<file path="src/rtl/mux8_rr_arb.sv">
// mux8_rr_arb
//   Round-robin arbiter for a shared 8-to-1, 8-bit mux path.
//   Each requester keeps the grant for at most MAX_HOLD consecutive cycles
//   while other requesters are waiting. The mux select stays put while idle
//   so the mux output does not glitch.
//
// Ports
//   clk   in   1  system clock, rising-edge
//   rst   in   1  synchronous active-high reset
//   req   in   8  request lines, bit i = requester i
//   gnt   out  8  registered one-hot grant (0 when idle)
//   s     out  3  registered mux select = index of current/last owner
//   busy  out  1  registered, 1 while a grant is held
//   sw    out  1  registered one-cycle pulse when a new owner is loaded
module mux8_rr_arb #(
  parameter int MAX_HOLD = 4
) (
  input  logic       clk,
  input  logic       rst,
  input  logic [7:0] req,
  output logic [7:0] gnt,
  output logic [2:0] s,
  output logic       busy,
  output logic       sw
);

  typedef enum logic {
    ST_IDLE,
    ST_OWN
  } state_t;

  localparam logic [7:0] HC_LAST = 8'(MAX_HOLD - 1);

  state_t     r_state;
  logic [2:0] r_ptr;
  logic [7:0] r_hc;
  logic [7:0] r_gnt;
  logic [2:0] r_s;
  logic       r_busy;
  logic       r_sw;

  logic [2:0] w_base;
  logic [7:0] w_cand;
  logic [2:0] w_idx;
  logic [2:0] w_pick;
  logic       w_found;

  // While owning, the search always starts just past the owner: that is the
  // updated pointer on a release and the rotation start on hold expiry.
  // The current owner is masked out so a rotation never re-picks it.
  always_comb begin
    w_base  = (r_state == ST_OWN) ? (r_s + 3'd1) : r_ptr;
    w_cand  = req & ~r_gnt;
    w_found = 1'b0;
    w_pick  = w_base;
    w_idx   = '0;
    // Walk from the far end back so the index nearest w_base wins.
    for (int k = 7; k >= 0; k--) begin
      w_idx = w_base + 3'(k);
      if (w_cand[w_idx]) begin
        w_found = 1'b1;
        w_pick  = w_idx;
      end
    end
  end

  always_ff @(posedge clk) begin
    if (rst) begin
      r_state <= ST_IDLE;
      r_ptr   <= '0;
      r_hc    <= '0;
      r_gnt   <= '0;
      r_s     <= '0;
      r_busy  <= 1'b0;
      r_sw    <= 1'b0;
    end else begin
      case (r_state)
        ST_IDLE: begin
          r_sw <= 1'b0;
          if (w_found) begin
            r_state <= ST_OWN;
            r_gnt   <= 8'd1 << w_pick;
            r_s     <= w_pick;
            r_busy  <= 1'b1;
            r_sw    <= 1'b1;
            r_hc    <= '0;
          end
        end
        ST_OWN: begin
          r_sw <= 1'b0;
          if (!req[r_s]) begin
            // Owner let go: advance priority past it and hand over at once.
            r_ptr <= r_s + 3'd1;
            if (w_found) begin
              r_gnt <= 8'd1 << w_pick;
              r_s   <= w_pick;
              r_sw  <= 1'b1;
              r_hc  <= '0;
            end else begin
              r_state <= ST_IDLE;
              r_gnt   <= '0;
              r_busy  <= 1'b0;
              r_hc    <= '0;
            end
          end else if (r_hc == HC_LAST) begin
            // Hold budget spent: rotate if anyone else waits, else renew.
            r_hc <= '0;
            if (w_found) begin
              r_ptr <= r_s + 3'd1;
              r_gnt <= 8'd1 << w_pick;
              r_s   <= w_pick;
              r_sw  <= 1'b1;
            end
          end else begin
            r_hc <= r_hc + 8'd1;
          end
        end
        default: begin
          r_state <= ST_IDLE;
          r_gnt   <= '0;
          r_busy  <= 1'b0;
          r_sw    <= 1'b0;
        end
      endcase
    end
  end

  assign gnt  = r_gnt;
  assign s    = r_s;
  assign busy = r_busy;
  assign sw   = r_sw;

endmodule

</file>
<file path="config.mk">
export PLATFORM = sky130hd
export DESIGN_NAME = mux8_rr_arb
export DESIGN_NICKNAME = d
export VERILOG_FILES = /design/src/rtl/mux8_rr_arb.sv
export SDC_FILE = /design/constraint.sdc
export NUM_CORES = 1
export LEC_CHECK = 0
export ABC_AREA = 1
export CORE_MARGIN = 1
export CORE_UTILIZATION = 44
export DETAILED_ROUTE_END_ITERATION = 12
export HOLD_SLACK_MARGIN = 0.08
export SLEW_MARGIN = 25
export SYNTH_ARGS = -nofsm -noshare
export SYNTH_HDL_FRONTEND = slang
export SYNTH_SLANG_ARGS = --single-unit
export TNS_END_PERCENT = 1
</file>
<file path="constraint.sdc">
create_clock -name clk -period 3.9 [get_ports clk]
set_input_delay 0.39 -clock clk [delete_from_list [all_inputs] [get_ports clk]]
set_output_delay 0.39 -clock clk [all_outputs]
set_load 0.005 [all_outputs]
</file>
# == Word-level counts from Yosys, hierarchy flattened ==
# Index checks and enable logic that the tools add are counted.
# totals
ff_bits,25
latchBits,0
mem_bits_rw,0
rom_bits,0
in_bits,10
out_inout_bits,13
mem_count,0
# classes
add_sub_neg,9
multipliers,0
div,0
magnitude_cmp,9
eq_ne,7
shift,1
n_mux,61
bitwise,3
reduce_logical,2
# ops
op,count
$mux 8,7
$mux 3,15
$lt 3x4->1 const B,9
$pmux 8 s2,2
$bmux 1 s3,9
$mux 1,24
$add 3x3->3 const B,4
$add 8x1->8 const B,1
$and 8x8->8,1
$eq 8x2->1 const B,1
$ne 2x2->1 const B,4
$not 8->8,1
$shl 1x3->8 const A,1
$add 3x1->3 const B,2
$add 3x2->3 const B,2
$pmux 1 s2,3
$pmux 3 s2,1
$reduce_and 3->1,2
$ne 3x2->1 const B,1
$ne 2x1->1 const B,1
$not 1->1,1

# == Longest topological paths before layout ==
# depth
word_depth,18
depth_mapped,24
depth_no_buf,22

# == Worst setup path before layout ==
# OpenSTA, ideal clock, no wires.
# synth_timing
path_type,reg-to-reg
start,register r_s[0] (netlist: s[0])
end,register r_hc[7]
setup_ps,118
arrival_time_ps,2566
slack_ps,1216
stages_incl_launch_ff,21
path_buffers,1
period_less_slack_ps,2684
path_cell_list,dfxtp_1 -> ha_1 -> nand2_1 -> nand2_2 -> buf_2 -> ha_1 -> inv_1 -> nand2_1 -> nand2_1 -> nand2_1 -> nand2_2 -> nor2_4 -> nand3_4 -> nor2_8 -> nand2_4 -> inv_2 -> nor2_4 -> nand2_4 -> nor2_2 -> o21ai_1 -> a21oi_1
# synth_between
elab_chain_len,14
word_cells_on_any_way,38
classes_between,add/sub (8); eq/ne (1); mux (29)
# synth_lines
element,line,text
start: declaration,38,logic [2:0] r_s;
start signal: assignment,83,r_s <= w_pick;
start signal: assignment,96,r_s <= w_pick;
start signal: assignment,111,r_s <= w_pick;
$add 3x1->3,52,w_base = (r_state == ST_OWN) ? (r_s + 3'd1) : r_ptr;
$mux 3,52,
$add 3x3->3,59,w_idx = w_base + 3'(k);
$bmux 1 s3,60,if (w_cand[w_idx]) begin
$mux 1 (implied by the code),60,
$mux 1 (8 in a row),60,
$ne 2x2->1 (no source line),--,
end signal: assignment,115,r_hc <= r_hc + 8'd1;
end: declaration,36,logic [7:0] r_hc;
# Parallel ways exist; a longest one is shown, timed or not. The select of a mux whose other input is x is not followed.
# A chain may end at the register's enable or synchronous reset.

# == Worst setup path in the final report ==
# layout_timing
start,register r_s[0] (netlist: s[0])
end,register r_gnt[1] (netlist: gnt[1])
# layout_between
elab_chain_len,18
word_cells_on_any_way,50
classes_between,add/sub (8); eq/ne (1); shift (1); mux (40)
# layout_lines
element,line,text
$add 3x1->3,52,
$mux 3,52,
$add 3x3->3,59,
$bmux 1 s3,60,
$mux 1 (implied by the code),60,
$mux 3 (8 in a row),60,
$shl 1x3->8,"82, 95, 110",
$mux 8,"80, 108",
$mux 8,105,end else if (r_hc == HC_LAST) begin
$mux 8,91,if (!req[r_s]) begin
$pmux 8 s2,77,case (r_state)
end signal: assignment,82,r_gnt <= 8'd1 << w_pick;
end signal: assignment,95,r_gnt <= 8'd1 << w_pick;
end signal: assignment,110,r_gnt <= 8'd1 << w_pick;
end: declaration,37,logic [7:0] r_gnt;
# Parallel ways exist; a longest one is shown, timed or not. The select of a mux whose other input is x is not followed.

==> flow_metrics.env <==
export IMPL_status="finished clean"
export IMPL_final_common_cell="nand2_1"
export IMPL_layout_common_cells="nand2_1, inv_1, nand3_1, nor2_1, a21oi_1"
export IMPL_grt_pass1_wl_mm=9.14
export IMPL_cts_sinks=25
export IMPL_diodes=0
export IMPL_hp_class="register to register"
export IMPL_fin_ws_ps=940
export IMPL_die_area_um2=5050
export IMPL_synthCells=363
export IMPL_antenna_left=0
export IMPL_clk_root_buffer_cell="clkbuf_8"
export IMPL_holdBufCountCts=0
export IMPL_power_frac_comb_pct=77.2
export IMPL_viasPerCell=4.97
export IMPL_antenna_found_initial=0
export IMPL_rows=24
export IMPL_ir_drop_mv=0.385
export IMPL_clkLatencyLatePin_ps=270
export IMPL_dr_first_iter_drc_count=103
export IMPL_pwr_density_cell_nw_per_um2=1020
export IMPL_chipHeight_um=71.1
export IMPL_cts_resized=0
export IMPL_required_ps=4090
export IMPL_power_total_w=0.00244
export IMPL_drt_pass1_iter_count=4
export IMPL_cts_tree="yes"
export IMPL_drc=0
export IMPL_chipWidth_um=71.1
export IMPL_synth_edf_count=0
export IMPL_finalHoldViolations=0
export IMPL_fin_nets=398
export IMPL_syn_nets=376
export IMPL_finish_utilization_pct=53.5
export IMPL_power_frac_clock_pct=6.3
export IMPL_cp_start_kind="register"
export IMPL_synth_area_leaders="nand2_1, dfxtp_1, inv_1"
export IMPL_p_leak_nw=1.24
export IMPL_syn2layout_area_growth_pct=14.0
export IMPL_ys_dominant_reg_cell="dfxtp_1"
export IMPL_wl_mm=5.54
export IMPL_yosys_warnings=0
export IMPL_drive_gt1_share_pct=9.64
export IMPL_clk_pin_slew_worst_paths_ps=90
export IMPL_seq_area_frac_synth_pct=23.8
export IMPL_fill_cells=469
export IMPL_layout_cells_non_filler=436
export IMPL_rsz0062_at_grt="false"
export IMPL_numCtsBuffers=3
export IMPL_max_slew_margin_pct=63.6
export IMPL_pwr_share_seq_pct=16.5
export IMPL_fmax_mhz=338
export IMPL_preCtsSetupSlack_ps=975
export IMPL_cts_setup_buffers=0
export IMPL_final_seq_area_um2=500
export IMPL_setup_tns_ps=0
export IMPL_intPower_w=0.00103
export IMPL_async_flop_share_pct=0
export IMPL_multi_input_comb_area_um2=1360
export IMPL_initial_utilization_pct=47.0
export IMPL_dp_hpwl_mm=4.53
export IMPL_post_place_cells=432
export IMPL_clock_path_buffers=2
export IMPL_fin_crit_ps=2960
export IMPL_hold_path_cell_count=1
export IMPL_grt_pass1_vias=1966
export IMPL_synth_top_area_share_pct=24.5
export IMPL_slew_violations=0
export IMPL_port_buffers=22
export IMPL_grt_usage_pct=23.0
export IMPL_swShare_pct=57.9
export IMPL_core_area_um2=4470
export IMPL_htreeDepth=1
export IMPL_worst_pin_slew_ps=544
export IMPL_max_cap_violations=0
export IMPL_io_pins=23
export IMPL_grt_overflow_total=0
export IMPL_post_route_period_util_pct=75.9
export IMPL_p_sw_w=0.00141
export IMPL_finalSetupViolCount=0
export IMPL_syn_area_um2=2100
export IMPL_path_class="register to register"
export IMPL_fin_skew_ps=4.17
export IMPL_gp_congestion=0.884
export IMPL_synth_cell_types=32
export IMPL_ys_seq_elements=25
export IMPL_wire_per_inst_um=12.7
export IMPL_via_count=2167
export IMPL_worstPathMaxFanout=11
export IMPL_crit_arrival_ps=3150
export IMPL_synth_largest_area_cell="nand2_1"
export IMPL_r2r_cells=20
export IMPL_grt_max_degree=14
export IMPL_cp_end_kind="register"
export IMPL_syn_avg_cell_area_um2=5.79
[through the flow]
step / hold slack, ps / cell area (µm²)
2_1_floorplan: 428 / 2100
3_3_place_gp: 463 / 2350
3_5_place_dp: 468 / 2350
4_1_cts: 485 / 2390
5_1_grt: 502 / 2390
6_report: 478 / 2390
[cells in the mapped netlist (3+ instances only)]
cell	count
nor2_4	3
ha_1	3
inv_1	46
nand2_1	137
nand2_2	8
dfxtp_1	25
inv_2	5
o21ai_0	15
nand2_4	5
a21oi_1	26
nor2_1	29
nand3_1	32
nor2_2	3
[final timing paths]
kind,to,slack (ps),from
worst min-delay path,r_hc[7],480,r_hc[7]
worst max register to register,gnt[1],940,s[0]
worst min register to register,r_hc[7],480,r_hc[7]
worst max-delay path,gnt[1],940,s[0]
[metal layers]
metal  GRT usage [%]  routed length (µm)  vias up
met4            5.33                  53        0
met1            31.6                2670      948
met3            1.28                 151        5
met2            39.6                2660       34
met5               0                   0        -
li1                -                   -     1180
[power by group through the flow]
stage                     Combinational, W  Sequential (W)  Clock (W)
after global placement             0.00188        0.000405          0
after floorplan                    0.00146        0.000383          0
after global routing               0.00214        0.000412   0.000163
after detailed placement           0.00188        0.000405          0
final                              0.00188        0.000401   0.000153
after CTS                          0.00189        0.000399   0.000157
[cells by family after synthesis]
logic type	count (synthesis)	share of synthesized area, %
compound gates	49	13.3
xor+xnor	1	0.417
fa+ha+maj	3	1.79
buf+inv	57	11.3
flops	25	23.8
simple gates	228	49.4
[state kept, by name, indices dropped and copies added, names as in the netlist]
| name | flops |
|---|---|
| busy | 1 |
| gnt | 8 |
| r_hc | 8 |
| r_ptr | 3 |
| r_state | 1 |
| s | 3 |
| sw | 1 |
[critical path, cell delays in order (launching register included)]
cell     delay (ps)
dfxtp_1         510
ha_1            310
inv_1            90
nand2_1          50
nand2_1         360
nand2_1         170
nand2_1         100
nand2_1          90
nand2_1         100
nand2_1          50
o21ai_0         170
nand2_1          70
nand2_1          60
nand2_1          40
nand2_1          50
nand2_1          60
nand2_1         120
nand3_1         160
inv_1           110
nand3_1          80
a21oi_1         130
[area by class of cell]
cell class,instances,share of cell area (%)
timing repair buffer,22,9.20
multi-input combinational,281,56.9
tap,52,2.72
sequential,25,20.9
inverter,52,8.36
clock buffer,4,1.88
Note: power is estimated with default switching activity, not from simulation.
